`src/rtl/packetizer_da_multi.sv`:
```
// packetizer_da_multi: appends the return dst/vc to a payload word and serialises the
//   result into head/body/tail flits for one NoC router port.
// Latency: the head flit appears one cycle after the payload is accepted. Every later
//   flit follows one cycle after the previous flit transfers.
// Backpressure: a flit is held stable while ready_in is low. ready_out is high when idle,
//   or during the cycle in which the tail transfers, so back-to-back packets have no bubble.
// Ports:
//   clk, rst                       clock and synchronous active-high reset
//   data_in/valid_in/ready_out     payload side (ready/valid)
//   dst_in, vc_in                  routing info for every flit of the packet
//   ret_dst_in, ret_vc_in          return address, packed above the payload
//   data_out/valid_out/ready_in    flit side (ready/valid)
module packetizer_da_multi #(
  parameter int ADDRESS_WIDTH    = 4,
  parameter int VC_ADDRESS_WIDTH = 1,
  parameter int WIDTH_IN         = 12,
  parameter int WIDTH_OUT        = 36,
  parameter int MAX_FLITS        = 4
) (
  input  logic                        clk,
  input  logic                        rst,
  input  logic [WIDTH_IN-1:0]         data_in,
  input  logic                        valid_in,
  input  logic [ADDRESS_WIDTH-1:0]    dst_in,
  input  logic [VC_ADDRESS_WIDTH-1:0] vc_in,
  input  logic [ADDRESS_WIDTH-1:0]    ret_dst_in,
  input  logic [VC_ADDRESS_WIDTH-1:0] ret_vc_in,
  output logic                        ready_out,
  output logic [WIDTH_OUT-1:0]        data_out,
  output logic                        valid_out,
  input  logic                        ready_in
);

  // Packed word width, flit payload width and head-flit payload width.
  localparam int PW     = WIDTH_IN + ADDRESS_WIDTH + VC_ADDRESS_WIDTH;
  localparam int FP     = WIDTH_OUT - 3 - VC_ADDRESS_WIDTH;
  localparam int HP_RAW = FP - ADDRESS_WIDTH;
  // Clamped so that slice widths stay legal long enough to report the real error.
  localparam int HP     = (HP_RAW < 1) ? 1 : HP_RAW;
  localparam int NUM_FLITS = 1 + ((PW > HP) ? (PW - HP + FP - 1) / FP : 0);
  localparam int IDX_W  = (MAX_FLITS > 2) ? $clog2(MAX_FLITS) : 1;
  // The padded word covers every index the counter can hold, so the body select never
  // leaves the vector, and bits above PW read as zero (padding for the last flit).
  localparam int PAD_W  = HP + (2 ** IDX_W) * FP;
  localparam logic [IDX_W-1:0] LAST_IDX = IDX_W'(NUM_FLITS - 1);

  if (HP_RAW < 1) begin : g_hp_check
    $error("packetizer_da_multi: head flit has no room for payload (HP < 1)");
  end
  if (NUM_FLITS > MAX_FLITS) begin : g_flit_check
    $error("packetizer_da_multi: NUM_FLITS exceeds MAX_FLITS");
  end

  typedef enum logic {
    IDLE = 1'b0,
    SEND = 1'b1
  } state_t;

  state_t                      state_q, state_d;
  logic [IDX_W-1:0]            idx_q, idx_d;
  logic [PW-1:0]               p_q;
  logic [ADDRESS_WIDTH-1:0]    dst_q;
  logic [VC_ADDRESS_WIDTH-1:0] vc_q;

  logic             accept;
  logic             last;
  logic             xfer;
  logic [PAD_W-1:0] p_pad;
  logic [IDX_W-1:0] body_sel;
  logic [FP-1:0]    payload;

  // Next-state and handshake logic.
  always_comb begin
    state_d   = state_q;
    idx_d     = idx_q;
    last      = (idx_q == LAST_IDX);
    xfer      = (state_q == SEND) & ready_in;
    // A new payload can be taken during the tail transfer, giving zero-bubble operation.
    ready_out = ~rst & ((state_q == IDLE) | (xfer & last));
    accept    = valid_in & ready_out;

    if (accept) begin
      state_d = SEND;
      idx_d   = '0;
    end else if (xfer) begin
      if (last) begin
        state_d = IDLE;
        idx_d   = '0;
      end else begin
        idx_d = idx_q + 1'b1;
      end
    end
  end

  // Flit formatting from the held registers only; inputs are ignored while sending.
  always_comb begin
    p_pad          = '0;
    p_pad[PW-1:0]  = p_q;
    body_sel       = idx_q - 1'b1;
    payload        = '0;
    if (idx_q == '0) begin
      payload = {dst_q, p_pad[HP-1:0]};
    end else begin
      payload = p_pad[HP + int'(body_sel) * FP +: FP];
    end

    valid_out = (state_q == SEND);
    data_out  = '0;
    if (state_q == SEND) begin
      data_out = {1'b1, (idx_q == '0), last, vc_q, payload};
    end
  end

  always_ff @(posedge clk) begin
    if (rst) begin
      state_q <= IDLE;
      idx_q   <= '0;
      p_q     <= '0;
      dst_q   <= '0;
      vc_q    <= '0;
    end else begin
      state_q <= state_d;
      idx_q   <= idx_d;
      if (accept) begin
        p_q   <= {ret_dst_in, ret_vc_in, data_in};
        dst_q <= dst_in;
        vc_q  <= vc_in;
      end
    end
  end

endmodule

```
`config.mk`:
```
export PLATFORM = sky130hd
export DESIGN_NAME = packetizer_da_multi
export DESIGN_NICKNAME = d
export VERILOG_FILES = /design/src/rtl/packetizer_da_multi.sv
export SDC_FILE = /design/constraint.sdc
export NUM_CORES = 1
export LEC_CHECK = 0
export CORE_ASPECT_RATIO = 0.7
export CORE_MARGIN = 5
export CORE_UTILIZATION = 43
export CTS_CLUSTER_DIAMETER = 50
export DETAILED_ROUTE_END_ITERATION = 7
export GPL_TIMING_DRIVEN = 0
export PLACE_DENSITY = 0.89
export SYNTH_ARGS = -nofsm -noshare
export SYNTH_HDL_FRONTEND = slang
export SYNTH_SLANG_ARGS = --single-unit
export TNS_END_PERCENT = 5
```
`constraint.sdc`:
```
create_clock -name clk -period 3 [get_ports clk]
set_input_delay 0.6 -clock clk [delete_from_list [all_inputs] [get_ports clk]]
set_output_delay 0.6 -clock clk [all_outputs]
set_load 0.02 [all_outputs]
```
## After elaboration in Yosys (flattened, before gate mapping)

Cells that the tools add are included.

- Register bits after elaboration: 25
- Bits in latches: 0
- Memories kept: 0
- Logic and storage cells: 27
- Memory bits (read-only): 0
- Input port bits: 26
- Bits in writable memories: 0

- Multipliers: 0
- Equality and inequality tests: 0
- Reductions and logical operators: 5
- Shifts and indexed selects: 1
- $lt $le $gt $ge: 0
- Div/mod/pow operators: 0
- $add $sub $neg: 3
- Bitwise gates (word level): 7
- Mux-type cells: 6

Operators by type and width:

| kind | count |
|---|---|
| $shiftx 156x9->32 | 1 |
| $mux 36 | 1 |
| $mux 32 | 1 |
| $add 5x7->8 const A | 1 |
| $and 1x1->1 | 4 |
| $reduce_bool 2->1 | 2 |
| $mux 1 | 3 |
| $add 2x1->2 const B | 1 |
| $logic_not 2->1 | 1 |
| $mux 2 | 1 |
| $not 1->1 | 2 |
| $reduce_and 2->1 | 1 |
| $reduce_or 2->1 | 1 |
| $sub 2x1->2 const B | 1 |
| $or 1x1->1 | 1 |

## Longest topological paths before layout

Gate-level depths: netlist of run 1.

- Depth after elaboration: 7
- Mapped depth: 6
- Gate-level depth less buffers: 5

## Worst setup path before layout of run 1

No wires, ideal clock.

- Path type: input port to output port
- Start: in rst
- End: out ready_out
- Arrival time: 1273 ps
- Stages on the path: 3
- Path buffers: 2
- Setup slack: 1127 ps
- Required time: 2400 ps
- Path through: buf_2 -> buf_1 -> nor2_1

- Word-level cells in the longest chain between the ends: 2

RTL lines:

| element | RTL line | text |
|---|---|---|
| from (decl) | 21 | `input logic rst,` |
| $not 1->1 | 79 | `ready_out = ~rst & ((state_q == IDLE) \| (xfer & last));` |
| $and 1x1->1 | 79 |  |
| to (decl) | 28 | `output logic ready_out,` |

No other way between the ends.

## Worst setup path in the final report of run 1

- Start: reg idx_q[0]
- End: out data_out[34]

- Word-level cells in the longest chain between the ends: 2

RTL lines:

| element | RTL line | text |
|---|---|---|
| from (decl) | 60 | `logic [IDX_W-1:0] idx_q, idx_d;` |
| from (signal assigned) | 123 | `idx_q <= idx_d;` |
| $logic_not 2->1 | 110 | `data_out = {1'b1, (idx_q == '0), last, vc_q, payload};` |
| $mux 36 | 109 | `if (state_q == SEND) begin` |
| to (decl) | 29 | `output logic [WIDTH_OUT-1:0] data_out,` |

No other way between the ends.

==> run summary, run 1 <==
- 1930 um2 — final cell area excluding filler cells
- 0.887 nW — leakage power total
- 0 — drc violations
- 25 — number of synthesized register bits
- sky130_fd_sc_hd__dfxtp_1, sky130_fd_sc_hd__mux2_2, sky130_fd_sc_hd__nor2b_1 — leading cell types by total area after synthesis
- built — CTS tree
- 14 — maximum number of pins on one net before global-route repair
- 0 — count of warnings emitted by yosys
- 13.7 um — post-detailed-route wirelength per cell
- 0.60 ns — CP peak stage delay
- 312 uV — maximum VDD drop
- 0 — Maximum Capacitance Violations
- 0 — number of buffers inserted by hold repair at cts
- 25 — clock net sink count
- 0.702 — GPL Wtd Cong
- 0.196 — fraction of layout cells with a size suffix above 1
- 381 nW/um2 — Cell Pwr Density
- 1300 um2 — synthesized area
- 2.19 ns — Worst EP arrival
- buffers and inverters — top cell family by delay on the critical path
- finished clean — run status
- 0.146 — global router's overall resource usage
- 51 — number of buffer cells added on primary ports
- 0 — number of hold violations in the final report
- 0.930 — share of the cycle needed by the critical path after routing
- 3.16 mm — Routed Wire Length
- 0 — antenna viol nets, final
- sky130_fd_sc_hd__clkdlybuf4s50_1 — standard cell with the maximum stage delay on the critical path
- 20 — number of different library cells in the post-synthesis netlist
- 0 — CTS resizes
- 0.386 — register area share after synthesis
- 0 — number of antenna cells inserted
- 0.00274 ns — clock tree skew after final layout
- 0 ns — TNS Setup
- 0.680 — end-of-flow core utilization
- 1890 um2 — instance area after placement
- sky130_fd_sc_hd__clkdlybuf4s50_1 — most common cell after layout, fill and taps aside
- 1089 — via count
- 64 — Boundary Pins
- 358 MHz — Max Freq
- 1.16 ns — r2r setup slk
- 0 — number of antenna violations at the first check in global routing
- 0.27 ns — Clk Latency, worst-skew pair
- 4.78 mm — wire length of the first global-routing pass
- output port — endpoint kind of the worst setup timing path
- false — setup repair after global routing missed its margin
- 0 — number of pins exceeding their max-slew limit in the final report
- 0.386 — top cell type's share of synthesized area
- 2.79 ns — post-layout minimum cycle time
- 738 uW — overall power
- 10.0 um2 — Post-Syn Area per Cell
- 0 — Post-CTS Setup Bufs
- 0 — final setup violating endpoints
- 16 — total number of placement rows
- flip-flop to flip-flop — worst min-delay path category
- sky130_fd_sc_hd__clkdlybuf4s50_1, sky130_fd_sc_hd__dfxtp_1, sky130_fd_sc_hd__nor2b_1, sky130_fd_sc_hd__and3_1, sky130_fd_sc_hd__mux2_2 — leading cell types in the layout, fill and taps excluded
- 1072 — via count of the first global-routing pass
- 0 — total congestion overflow after global routing
- inv_1 > ha_1 > clkbuf_1 > and2_1 > buf_4 > clkdlybuf4s50_1 — CP cell instances
- 4 — number of optimization iterations in the first detailed-route pass
- 1 — # H-tree levels
- 2.40 ns — worst endpoint required time
- 2840 um2 — area of the core region
- sky130_fd_sc_hd__clkbuf_8 — CTS Root Buffer Type
- 3 — clock buffers created by TritonCTS
- flip-flop — Critical Path Source Type
- 75.6 um — floorplan die width
- 129 — cell count after synthesis
- 4.73 — Vias per Instance
- 0.08 ns — Worst-path clk slew
- sky130_fd_sc_hd__dfxtp_1 — largest area contributor in the netlist
- 4 — Critical path buffers and inverters
- 223 — layout net count
- 0.564 ns — hold slack
- 55.9 um — Chip Height
- 72 — initial drt markers
- 2 — largest buffer count on any clock path
- 4230 um2 — overall die area
- 49.2% — area growth from synthesis to layout
- 10 — crit-path max FO
- 0.456 — Initial Utilization
- flip-flop to output port — type of the setup path with the least slack
- 2.47 mm — HPWL after detailed placement
## synthesized netlist by cell type, drive strengths merged
cell type  count
a21boi         1
and2           2
and3          21
buf           17
clkbuf         5
conb           1
dfxtp         25
ha             2
inv            2
mux2          22
mux2i          2
nand2          1
nor2           3
nor2b         22
nor3           2
nor3b          1
## sequential cells by signal (all words and copies together), names as in the netlist
signal     count
vc_q           1
dst_q          4
idx_q          2
valid_out      1
p_q           17
## final cells by class
cell class | instances | area, um2
repair buffers | 51 | 510
flip-flops and latches | 25 | 500
fillers | 224 | 908
clock buffers | 4 | 45.0
well taps | 36 | 45.0
inverters | 2 | 7.51
plain buffers | 22 | 148
multi-input cells | 90 | 678
## tightest hold or removal path, delay by kind of cell, from the launching register on
kind / cells / cell delay [ns]
DFF: 1 / 0.33
and+or+nand+nor: 1 / 0.06
muxes: 1 / 0.13
## power breakdown
group / leakage [nW] / internal, mW / switching (mW)
Sequential: 0.206 / 0.356 / 0.0104
Clock: 0.0228 / 0.0949 / 0.101
Combinational: 0.658 / 0.102 / 0.0734
Total: 0.887 / 0.553 / 0.185
## path summary, 6_finish.rpt
path / from / end / cells after the start
max: idx_q[0] / data_out[34] / 6
min: idx_q[1] / idx_q[1] / 2
max reg2reg: idx_q[0] / p_q[1] / 6
min reg2reg: idx_q[1] / idx_q[1] / 2
## per-stage QoR
| step | std cells | worst slack (ns) |
|---|---|---|
| after detailed placement | 226 | 0.433 |
| after CTS | 230 | 0.193 |
| after floorplan | 139 | 1.13 |
| after global placement | 226 | 0.455 |
| final | 230 | 0.210 |
| after global routing | 230 | 0.107 |
## cells by family (layout without fill, tap and decap cells)
| logic type | count (synthesis) | after routing | synth area share |
|---|---|---|---|
| buffers and inverters | 24 | 79 | 0.120 |
| AOI/OAI and AO/OA | 1 | 1 | 0.0145 |
| adders and majority gates | 2 | 2 | 0.0193 |
| DFF | 25 | 25 | 0.386 |
| other | 1 | 11 | 0.00289 |
| and+or+nand+nor | 52 | 52 | 0.251 |
| muxes | 24 | 24 | 0.207 |
## metal layers
metal / global-route usage / wire [um]
met1: 0.149 / 1200
met2: 0.262 / 1550
met3: 0.0758 / 390
met4: 0.0299 / 14
met5: 0 / 0
Power figures use the tool's default switching activity.
==> run 2: changes to the inputs <==
--- a/config.mk
+++ b/config.mk
@@ -11,7 +11,7 @@
 export CTS_CLUSTER_DIAMETER = 50
 export DETAILED_ROUTE_END_ITERATION = 7
 export GPL_TIMING_DRIVEN = 0
-export PLACE_DENSITY = 0.89
+export PLACE_DENSITY_LB_ADDON = 0.05
 export SYNTH_ARGS = -nofsm -noshare
 export SYNTH_HDL_FRONTEND = slang
 export SYNTH_SLANG_ARGS = --single-unit
==> run summary, run 2 (synthesis gave the netlist of run 1 again) <==
- 0 — Maximum Capacitance Violations, unchanged
- 0.196 — fraction of layout cells with a size suffix above 1, unchanged
- false — setup repair after global routing missed its margin
- 25 — initial drt markers, -65%
- 2.17 ns — Worst EP arrival, -0.02 ns
- 361 MHz — Max Freq, +0.76%
- 0.456 — Initial Utilization, unchanged
- 2.77 ns — post-layout minimum cycle time, -0.0211 ns
- finished clean — run status
- 0 ns — TNS Setup, unchanged
- 183 uW — reported net switching power, -0.93%
- flip-flop to output port — type of the setup path with the least slack
- 1085 — via count of the first global-routing pass, +1.2%
- p_q[15] — capturing point of the worst reg2reg path
- sky130_fd_sc_hd__clkdlybuf4s50_1 — most common cell after layout, fill and taps aside
- 10 — crit-path max FO, unchanged
- p_q — Most flops, register
- flip-flop — Critical Path Source Type
- p_q (17), dst_q (4), idx_q (2) — registers with the highest flip-flop counts
- 55.9 um — Chip Height, unchanged
- 0.249 — switching share of power, -0.00175
- 2.40 mm — HPWL after detailed placement, -2.8%
- 2.40 ns — worst endpoint required time, about the same
- output port — endpoint kind of the worst setup timing path
- 0.887 nW — leakage power total, unchanged
- 0 — antenna viol nets, final, unchanged
- 3 — number of optimization iterations in the first detailed-route pass, -1
- 4230 um2 — overall die area, unchanged
- sky130_fd_sc_hd__clkbuf_8 — CTS Root Buffer Type
- 14 — maximum number of pins on one net before global-route repair, unchanged
- 4.77 mm — wire length of the first global-routing pass, -0.29%
- 0 — number of antenna violations at the first check in global routing, unchanged
- 0.265 — Clk network pwr share, about the same
- 0 — total congestion overflow after global routing, unchanged
- 0 — CTS resizes, unchanged
- idx_q[0] — Setup crit start
- 2 — largest buffer count on any clock path, unchanged
- 1046 — via count, -3.9%
- 4.55 — Vias per Instance, -3.9%
- 0 — number of antenna cells inserted, unchanged
- built — CTS tree
- 0.923 — share of the cycle needed by the critical path after routing, -0.00702
- flip-flop to flip-flop — worst min-delay path category
- 2840 um2 — area of the core region, unchanged
- 75.6 um — floorplan die width, unchanged
- 13.0 um — post-detailed-route wirelength per cell, -5.4%
- 6 — Worst R2R Path Depth, unchanged
- 2.99 mm — Routed Wire Length, -5.4%
- sky130_fd_sc_hd__clkdlybuf4s50_1, sky130_fd_sc_hd__dfxtp_1, sky130_fd_sc_hd__nor2b_1, sky130_fd_sc_hd__and3_1, sky130_fd_sc_hd__mux2_2 — leading cell types in the layout, fill and taps excluded
- 0.08 ns — Worst-path clk slew, about the same
- 1.21 ns — r2r setup slk, +0.05 ns
- 0.00405 ns — clock tree skew after final layout, +0.00131 ns
- 17 — flip-flop count of the largest register, all copies and words added, unchanged
- 0.238 — part of the power in combinational logic, about the same
- 49.2% — area growth from synthesis to layout, unchanged
- 0.145 — global router's overall resource usage, -0.00134
- 0 — Post-CTS Setup Bufs, unchanged
- 0 — final setup violating endpoints, unchanged
- 0 — drc violations, unchanged
- 25 — clock net sink count, unchanged
- data_out[34] — last element of the critical path
- 0 — number of pins exceeding their max-slew limit in the final report, unchanged
- 225 — filler cell count, +0.45%
- 0.680 — end-of-flow core utilization, unchanged
- 1 — # H-tree levels, unchanged
- 553 uW — P_int, about the same
- 223 — layout net count, unchanged
- 64 — Boundary Pins, unchanged
- 291 uV — maximum VDD drop, -6.8%
- 51 — number of buffer cells added on primary ports, unchanged
- 0.690 — GPL Wtd Cong, -1.7%
- 381 nW/um2 — Cell Pwr Density, -0.23%
- 0.497 — part of the total power dissipated in sequential elements, about the same
- 3 — clock buffers created by TritonCTS, unchanged
- 0 — number of hold violations in the final report, unchanged
- idx_q[0] — reg-to-reg critical path startpoint
- 16 — total number of placement rows, unchanged
- 0.27 ns — Clk Latency, worst-skew pair, about the same
- 0 — number of buffers inserted by hold repair at cts, unchanged
## run 2: cell counts in the layout (fill, tap and decap cells not counted)
No cell type changed its count.
## run 2: worst min path at each step
| stage | slack (ns) | to | start | cells past startpoint |
|---|---|---|---|---|
| after floorplan | 0.50 | idx_q[0] | idx_q[0] | 2 |
| after global placement | 0.51 | idx_q[0] | idx_q[0] | 2 |
| after detailed placement | 0.55 | idx_q[0] | idx_q[0] | 2 |
| after CTS | 0.56 | idx_q[0] | idx_q[0] | 2 |
| after global routing | 0.59 | idx_q[0] | idx_q[0] | 2 |
| final | 0.55 | idx_q[0] | idx_q[0] | 2 |
## run 2: stage by stage
step / hold slack [ns] / cell area (um2) / worst slack, ns / total power [mW] / cells
finish: 0.550 / 1930 / 0.231 / 0.736 / 230
global route: 0.592 / 1930 / 0.124 / 0.771 / 230
CTS: 0.560 / 1930 / 0.214 / 0.743 / 230
detailed placement: 0.548 / 1890 / 0.461 / 0.550 / 226
global placement: 0.513 / 1890 / 0.468 / 0.544 / 226
floorplan: 0.504 / 1330 / 1.13 / 0.476 / 139
## run 2: worst max-delay path: stages, from the launching register on
cell                              delay [ns]
sky130_fd_sc_hd__dfxtp_1                0.32
sky130_fd_sc_hd__inv_1                  0.07
sky130_fd_sc_hd__ha_1                   0.27
sky130_fd_sc_hd__clkbuf_1               0.33
sky130_fd_sc_hd__and2_1                 0.21
sky130_fd_sc_hd__buf_4                  0.11
sky130_fd_sc_hd__clkdlybuf4s50_1        0.60
## run 2: power by group through the flow
stage	Clock [mW]	Sequential, mW	Combinational [mW]
floorplan	0	0.371	0.105
global placement	0	0.372	0.172
detailed placement	0	0.374	0.176
CTS	0.201	0.366	0.177
global route	0.215	0.369	0.187
finish	0.195	0.366	0.175
## run 2: per-layer routing
layer | GRT usage | vias to the layer above | part of all wire
met1 | 0.164 | 467 | 0.41
met2 | 0.244 | 40 | 0.46
met3 | 0.0704 | 5 | 0.12
met4 | 0.0299 | 0 | 0.0077
met5 | 0 | - | 0
li1 | - | 534 | -
## run 2: final cells by class
type	instances	area [um2]	area share
multi-input cells	90	678	0.351
well taps	36	45.0	0.0233
inverters	2	7.51	0.00388
plain buffers	22	148	0.0763
flip-flops and latches	25	500	0.259
repair buffers	51	510	0.264
clock buffers	4	45.0	0.0233
